`src/rtl/cache_burst_ctrl_if.sv`:
```
// AHB-Lite master/slave signal bundle used by the cache line burst controller.
interface cache_burst_ctrl_if #(
  parameter int PA_BITS = 56,
  parameter int AHBW    = 64
);
  logic [PA_BITS-1:0] HADDR;
  logic [1:0]         HTRANS;
  logic               HWRITE;
  logic [2:0]         HBURST;
  logic [2:0]         HSIZE;
  logic [AHBW-1:0]    HWDATA;
  logic               HREADY;
  logic [AHBW-1:0]    HRDATA;

  modport master (
    output HADDR, HTRANS, HWRITE, HBURST, HSIZE, HWDATA,
    input  HREADY, HRDATA
  );

  modport slave (
    input  HADDR, HTRANS, HWRITE, HBURST, HSIZE, HWDATA,
    output HREADY, HRDATA
  );
endinterface

```
`src/rtl/cache_burst_ctrl.sv`:
```
// Cache line fetch/writeback as a single incrementing AHB-Lite burst.
// IDLE issues NONSEQ, BURST streams SEQ beats and collects data, DONE holds the ack state under Stall.
module cache_burst_ctrl #(
  parameter  int PA_BITS = 56,
  parameter  int AHBW    = 64,
  parameter  int LINELEN = 512,
  localparam int BEATS   = LINELEN / AHBW,
  localparam int LOGBWPL = $clog2(BEATS)
) (
  input  logic               clk,
  input  logic               reset,
  input  logic               Stall,
  input  logic               Flush,
  input  logic [1:0]         CacheBusRW,
  input  logic [PA_BITS-1:0] CacheBusAdr,
  input  logic [AHBW-1:0]    CacheReadDataWord,
  output logic               CacheBusAck,
  output logic [LOGBWPL-1:0] BeatCount,
  output logic               SelBusBeat,
  output logic [LINELEN-1:0] FetchBuffer,
  output logic               BusCommitted,
  cache_burst_ctrl_if.master bus
);

  localparam int OFS      = $clog2(AHBW / 8);
  localparam int LINE_OFS = $clog2(LINELEN / 8);
  localparam logic [LOGBWPL:0]   BEATS_C = (LOGBWPL + 1)'(BEATS);
  localparam logic [LOGBWPL-1:0] LAST    = LOGBWPL'(BEATS - 1);
  localparam logic [2:0] HBURST_C = (BEATS == 16) ? 3'b111 :
                                    (BEATS == 8)  ? 3'b101 :
                                    (BEATS == 4)  ? 3'b011 : 3'b001;

  localparam logic [1:0] TR_IDLE   = 2'b00;
  localparam logic [1:0] TR_NONSEQ = 2'b10;
  localparam logic [1:0] TR_SEQ    = 2'b11;

  typedef enum logic [1:0] {S_IDLE, S_BURST, S_DONE} state_t;

  state_t             state;
  logic [LOGBWPL:0]   adr_cnt;   // one extra bit so it can sit at BEATS once all addresses are out
  logic [LOGBWPL-1:0] data_cnt;
  logic               wr_q;
  logic               start;

  assign start       = (state == S_IDLE) && (CacheBusRW != 2'b00) && !Flush;
  assign bus.HBURST  = HBURST_C;
  assign bus.HSIZE   = 3'(OFS);

  // Bus outputs follow state and counters directly so they freeze whenever HREADY freezes the counters
  always_comb begin
    bus.HTRANS   = TR_IDLE;
    bus.HADDR    = CacheBusAdr;
    bus.HWRITE   = wr_q;
    BeatCount    = '0;
    SelBusBeat   = 1'b0;
    CacheBusAck  = 1'b0;
    BusCommitted = 1'b0;
    if (!reset) begin
      unique case (state)
        S_IDLE: begin
          bus.HWRITE = CacheBusRW[0];
          if (start) begin
            bus.HTRANS = TR_NONSEQ;
            SelBusBeat = CacheBusRW[0];
          end
        end
        S_BURST: begin
          bus.HTRANS   = (adr_cnt < BEATS_C) ? TR_SEQ : TR_IDLE;
          bus.HADDR    = {CacheBusAdr[PA_BITS-1:LINE_OFS], adr_cnt[LOGBWPL-1:0], {OFS{1'b0}}};
          BeatCount    = adr_cnt[LOGBWPL-1:0];
          SelBusBeat   = 1'b1;
          BusCommitted = 1'b1;
          CacheBusAck  = bus.HREADY && (data_cnt == LAST);
        end
        S_DONE: BusCommitted = 1'b1;
        default: ;
      endcase
    end
  end

  always_ff @(posedge clk) begin
    if (reset) begin
      state       <= S_IDLE;
      adr_cnt     <= '0;
      data_cnt    <= '0;
      wr_q        <= 1'b0;
      bus.HWDATA  <= '0;
      FetchBuffer <= '0;
    end else begin
      // Write data trails its address phase by one cycle
      if ((bus.HTRANS != TR_IDLE) && bus.HREADY && bus.HWRITE)
        bus.HWDATA <= CacheReadDataWord;
      unique case (state)
        S_IDLE: begin
          if (start && bus.HREADY) begin
            state    <= S_BURST;
            adr_cnt  <= (LOGBWPL + 1)'(1);
            data_cnt <= '0;
            wr_q     <= CacheBusRW[0];
          end
        end
        S_BURST: begin
          if (bus.HREADY) begin
            if (adr_cnt < BEATS_C) adr_cnt <= adr_cnt + 1'b1;
            data_cnt <= data_cnt + 1'b1;
            if (!wr_q) FetchBuffer[int'(data_cnt) * AHBW +: AHBW] <= bus.HRDATA;
            if (data_cnt == LAST) begin
              state    <= S_DONE;
              adr_cnt  <= '0;
              data_cnt <= '0;
            end
          end
        end
        S_DONE: begin
          if (!Stall) state <= S_IDLE;
        end
        default: state <= S_IDLE;
      endcase
    end
  end

endmodule

```
`src/flat_wrapper.sv`:
```
// flat-port wrapper written by rule: the top's interface ports become plain ports
module cache_burst_ctrl_flat 
#(
  parameter  int PA_BITS = 56,
  parameter  int AHBW    = 64,
  parameter  int LINELEN = 512,
  localparam int BEATS   = LINELEN / AHBW,
  localparam int LOGBWPL = $clog2(BEATS)
)
  (clk, reset, Stall, Flush, CacheBusRW, CacheBusAdr, CacheReadDataWord, CacheBusAck, BeatCount, SelBusBeat, FetchBuffer, BusCommitted, bus_HADDR, bus_HTRANS, bus_HWRITE, bus_HBURST, bus_HSIZE, bus_HWDATA, bus_HREADY, bus_HRDATA);
  cache_burst_ctrl_if #(.PA_BITS(PA_BITS), .AHBW(AHBW)) bus_i ();
  input  logic clk;
  input  logic reset;
  input  logic Stall;
  input  logic Flush;
  input  logic [1:0] CacheBusRW;
  input  logic [PA_BITS-1:0] CacheBusAdr;
  input  logic [AHBW-1:0] CacheReadDataWord;
  output logic CacheBusAck;
  output logic [LOGBWPL-1:0] BeatCount;
  output logic SelBusBeat;
  output logic [LINELEN-1:0] FetchBuffer;
  output logic BusCommitted;
  output wire logic [$bits(bus_i.HADDR)-1:0] bus_HADDR;
  output wire logic [$bits(bus_i.HTRANS)-1:0] bus_HTRANS;
  output wire logic [$bits(bus_i.HWRITE)-1:0] bus_HWRITE;
  output wire logic [$bits(bus_i.HBURST)-1:0] bus_HBURST;
  output wire logic [$bits(bus_i.HSIZE)-1:0] bus_HSIZE;
  output wire logic [$bits(bus_i.HWDATA)-1:0] bus_HWDATA;
  input wire logic [$bits(bus_i.HREADY)-1:0] bus_HREADY;
  input wire logic [$bits(bus_i.HRDATA)-1:0] bus_HRDATA;
  assign bus_HADDR = bus_i.HADDR;
  assign bus_HTRANS = bus_i.HTRANS;
  assign bus_HWRITE = bus_i.HWRITE;
  assign bus_HBURST = bus_i.HBURST;
  assign bus_HSIZE = bus_i.HSIZE;
  assign bus_HWDATA = bus_i.HWDATA;
  assign bus_i.HREADY = bus_HREADY;
  assign bus_i.HRDATA = bus_HRDATA;
  cache_burst_ctrl #(.PA_BITS(PA_BITS), .AHBW(AHBW), .LINELEN(LINELEN)) u_core (.clk(clk), .reset(reset), .Stall(Stall), .Flush(Flush), .CacheBusRW(CacheBusRW), .CacheBusAdr(CacheBusAdr), .CacheReadDataWord(CacheReadDataWord), .CacheBusAck(CacheBusAck), .BeatCount(BeatCount), .SelBusBeat(SelBusBeat), .FetchBuffer(FetchBuffer), .BusCommitted(BusCommitted), .bus(bus_i));
endmodule
```
`config.mk`:
```
export PLATFORM = sky130hd
export DESIGN_NAME = cache_burst_ctrl_flat
export DESIGN_NICKNAME = d
export VERILOG_FILES = /design/src/rtl/cache_burst_ctrl_if.sv /design/src/rtl/cache_burst_ctrl.sv /design/src/flat_wrapper.sv
export SDC_FILE = /design/constraint.sdc
export NUM_CORES = 1
export LEC_CHECK = 0
export BUFFER_PORTS_ARGS = -buffer_cell sky130_fd_sc_hd__buf_2
export CAP_MARGIN = 20
export CORE_AREA = 2 2 327 329
export DETAILED_ROUTE_END_ITERATION = 10
export DIE_AREA = 0 0 329 331
export PLACE_DENSITY_LB_ADDON = 0.15
export REMOVE_ABC_BUFFERS = 1
export SLEW_MARGIN = 15
export SYNTH_ARGS = -nofsm -noshare
export SYNTH_HDL_FRONTEND = slang
export SYNTH_SLANG_ARGS = --single-unit
```
`constraint.sdc`:
```
create_clock -name clk -period 3.7 [get_ports clk]
set_clock_uncertainty 0.1 [all_clocks]
set_input_delay 0.185 -clock clk [delete_from_list [all_inputs] [get_ports clk]]
set_output_delay 0.185 -clock clk [all_outputs]
set_load 0.02 [all_outputs]
```
==> qor.csv <==
stage;metric;value;unit
outcome;outcome;complete, no violations;
pwr;powerDensity;513.0;nW/um^2
die;die_w;329;microns
sta;fmax;0.3129;GHz
place;gp_congestion;0.7311;
sta;worst_slew_pin_slew;1004;ps
global_routing;grt_overflow_total;0;
place;port_buffers;731;
yosys;ys_warn_count;0;
critical_path;endpoint_kind;flip-flop;
sta;setup_viol_count_final;0;
drt;routedWlPerCell;22.08;microns
critical_path;worstPathArrival;3660;ps
die;core;105000;sq um
min_path;min_path_cells;5;
sta;final.setup.tns;0;ps
clocking;cts_htree_levels;3;
die;start_util;0.2129;
critical_path;critPathLaunchType;flip-flop;
drt;maxUsedRoutingLayer;met5;
yosys;synth_area_per_cell;8.112;sq um
drt;drcViolationCount;0;
die;die_h;331;microns
critical_path;r2r_slack;500;ps
clocking;clkTransAtPathRegs;50;ps
die;die-area;108900;sq um
pwr;ir_drop;0.0002809;V
yosys;yosys_register_bits;586;
drt;dr_wl_met2;50.76;mm
drt;via_per_inst;4.473;
drt;wl_met1;45.04;mm
sta;setup_ws;503.9;ps
cells_and_area;mostFrequentLayoutCells;730 x buf_2, 718 x nand2_1, 585 x dfxtp_1, 445 x a21oi_1, 416 x nand3_1;
global_routing;grt_pass1_wl;152.2;mm
yosys;syn_inst;2755;
sta;relSlewSlack;0.3307;
critical_path;crit_fanout;149;
clocking;worstSkewPairLatency;620;ps
yosys;syn_area;22350;sq um
die;pin_count;838;
critical_path;required;4170;ps
die;rows;119;
global_routing;grt_max_degree;150;
pwr;power.total;15.63;mW
sta;rsz0062_at_grt;no;
critical_path;path_class;flip-flop to flip-flop;
cells_and_area;fillers;11440;
clocking;cts_tree;done;
drt;wl_met3;9.112;mm
yosys;synth_cell_types;50;
sta;period_needed;3196;ps
critical_path;regToRegEndpoint;u_core.state[0];
cells_and_area;syn_to_final_growth;36.31;%
sta;finalHoldViolations;0;
yosys;synth_edf_count;0;
clocking;numCtsBuffers;74;
global_routing;antenna_found_initial;2;
place;pre_cts_ws;653.5;ps
yosys;ys.flop_type;dfxtp_1;
min_path;holdPathEnd;u_core.data_cnt[2];
drt;dr.first_iter.drc_count;1157;
sta;slew_violations;0;
clocking;clkSinkCount;586;
drt;vias;21710;
global_routing;grt_pass1_vias;21100;
cells_and_area;layout_commonest_cell;buf_2;
clocking;clock_path_buffers;3;
clocking;root_buffer;clkbuf_16;
global_routing;global_route.usage.total;0.1877;
sta;finalCritPeriodShare;0.8638;
drt;ant_nets;0;
yosys;ys_seq_area_frac;0.5249;
min_path;hold_path_class;primary input to flip-flop;
critical_path;r2r_cells;9;
drt;drtPass1Iterations;5;
critical_path;regToRegStartpoint;u_core.data_cnt[0];
job;maxCapViolCount;0;
clocking;post-cts-setup-buffer-count;0;
cells_and_area;layout-drive-gt1-share;0.2620;
yosys;async_flop_share;0;
drt;postRouteWirelength;107.2;mm
place;dp_hpwl;69.05;mm
cells_and_area;finish.net_count;3611;
pwr;leakage;12.32;nW
min_path;hp-start;CacheBusRW[1];
## where the power goes
part / leakage [nW] / switching (mW) / internal [mW]
clock network: 1.18 / 2.96 / 4.29
logic: 6.42 / 1.25 / 0.593
registers: 4.72 / 0.0757 / 6.46
total: 12.3 / 4.29 / 11.3
## registers in the layout (all words and copies together) (netlist names)
| signal | count |
|---|---|
| u_core.state | 2 |
| u_core.FetchBuffer | 512 |
| u_core.data_cnt | 3 |
| u_core.wr_q | 1 |
| u_core.bus.HWDATA | 64 |
| u_core.adr_cnt | 4 |
## metrics by stage
stage / instance area [sq um] / std cells / utilization / hold WS, ps
after floorplan: 20720 / 2425 / - / 154.1
after global placement: 26690 / 4587 / 0.2542 / 270.2
after detailed placement: 26690 / 4587 / 0.2542 / 270.2
after CTS: 30460 / 4853 / 0.2902 / 57.76
after global routing: 30460 / 4853 / 0.2902 / 146.9
final: 30460 / 4854 / 0.2902 / 135.3
## layout make-up
type | count | area, sq um | area share
Multi-Input combinational cell | 1828 | 9020 | 0.2961
Clock buffer | 113 | 2223 | 0.07299
Clock inverter | 15 | 170.2 | 0.005586
Sequential cell | 586 | 11740 | 0.3852
Tap cell | 1391 | 1740 | 0.05713
Antenna cell | 1 | 2.502 | 0.00008215
Timing Repair Buffer | 909 | 5525 | 0.1814
Inverter | 11 | 46.29 | 0.001520
## routing by layer
| metal | track usage | vias up |
|---|---|---|
| met5 | 0.01435 | - |
| met4 | 0.04338 | 4 |
| met3 | 0.06570 | 105 |
| met2 | 0.3153 | 756 |
| met1 | 0.2284 | 10340 |
| li1 | - | 10510 |
## critical path, cell delays in order, from the launching register on
cell	delay, ps
dfxtp_4	350
buf_12	500
ha_1	270
ha_1	220
nand2_1	140
a22oi_1	210
nand3_1	90
dlygate4sd3_1	560
a21oi_1	120
dlygate4sd3_1	550
## Yosys cell counts (2+ instances only)
library cell  instances  area share
a21oi_1             445        0.10
nand4_1               4      0.0011
nand2b_1              3     0.00084
and2_1                4      0.0011
buf_2                50       0.011
a21o_1                3      0.0010
or4_1                 3      0.0010
buf_4                88       0.030
or3_1                 6      0.0017
nor4_4                3      0.0029
nor3_1                7      0.0016
inv_1                 9      0.0015
nand4b_1              2     0.00078
mux2i_1              64       0.029
buf_1                13      0.0022
a311oi_1              2     0.00078
nor2_1               16      0.0027
conb_1                2     0.00034
clkbuf_1            183       0.031
ha_1                 10      0.0056
a22oi_1               2     0.00067
nor2b_1               5      0.0014
o31ai_1              50       0.017
and3_1                5      0.0014
mux2_2                2      0.0010
a2bb2oi_1             2     0.00078
dfxtp_1             586        0.52
nand2_1             719        0.12
nand3_1             416       0.093
o21ai_0              25      0.0056
o21ai_1               7      0.0016
## worst max-delay path by stage
stage                                   from                       to  slack (ps)  depth (start not counted)
after detailed placement  u_core.data_cnt[0]  u_core.FetchBuffer[483]         650                          8
after floorplan           u_core.data_cnt[0]  u_core.FetchBuffer[384]       -5060                          7
after CTS                 u_core.data_cnt[0]          u_core.state[0]         410                          9
final                     u_core.data_cnt[0]          u_core.state[0]         500                          9
after global placement    u_core.data_cnt[0]  u_core.FetchBuffer[496]         650                          8
after global routing      u_core.data_cnt[0]          u_core.state[0]         240                          9
## kinds of logic (layout without fill, tap and decap cells)
family / Yosys count / after routing / share of synthesized area
simple gates: 1203 / 1203 / 0.2344
flops: 586 / 586 / 0.5249
compound gates: 543 / 543 / 0.1295
buf+inv: 345 / 1048 / 0.07553
mux: 66 / 66 / 0.02967
fa+ha+maj: 10 / 10 / 0.005599
other cells: 2 / 7 / 0.0003361
## what timing repair did
item | in CTS | in global routing
gates resized for setup | 0 | 0
endpoints found under the hold margin | 584 | 0
hold buffers | 138 | 0
No activity file was read; power rests on OpenSTA's default activity.
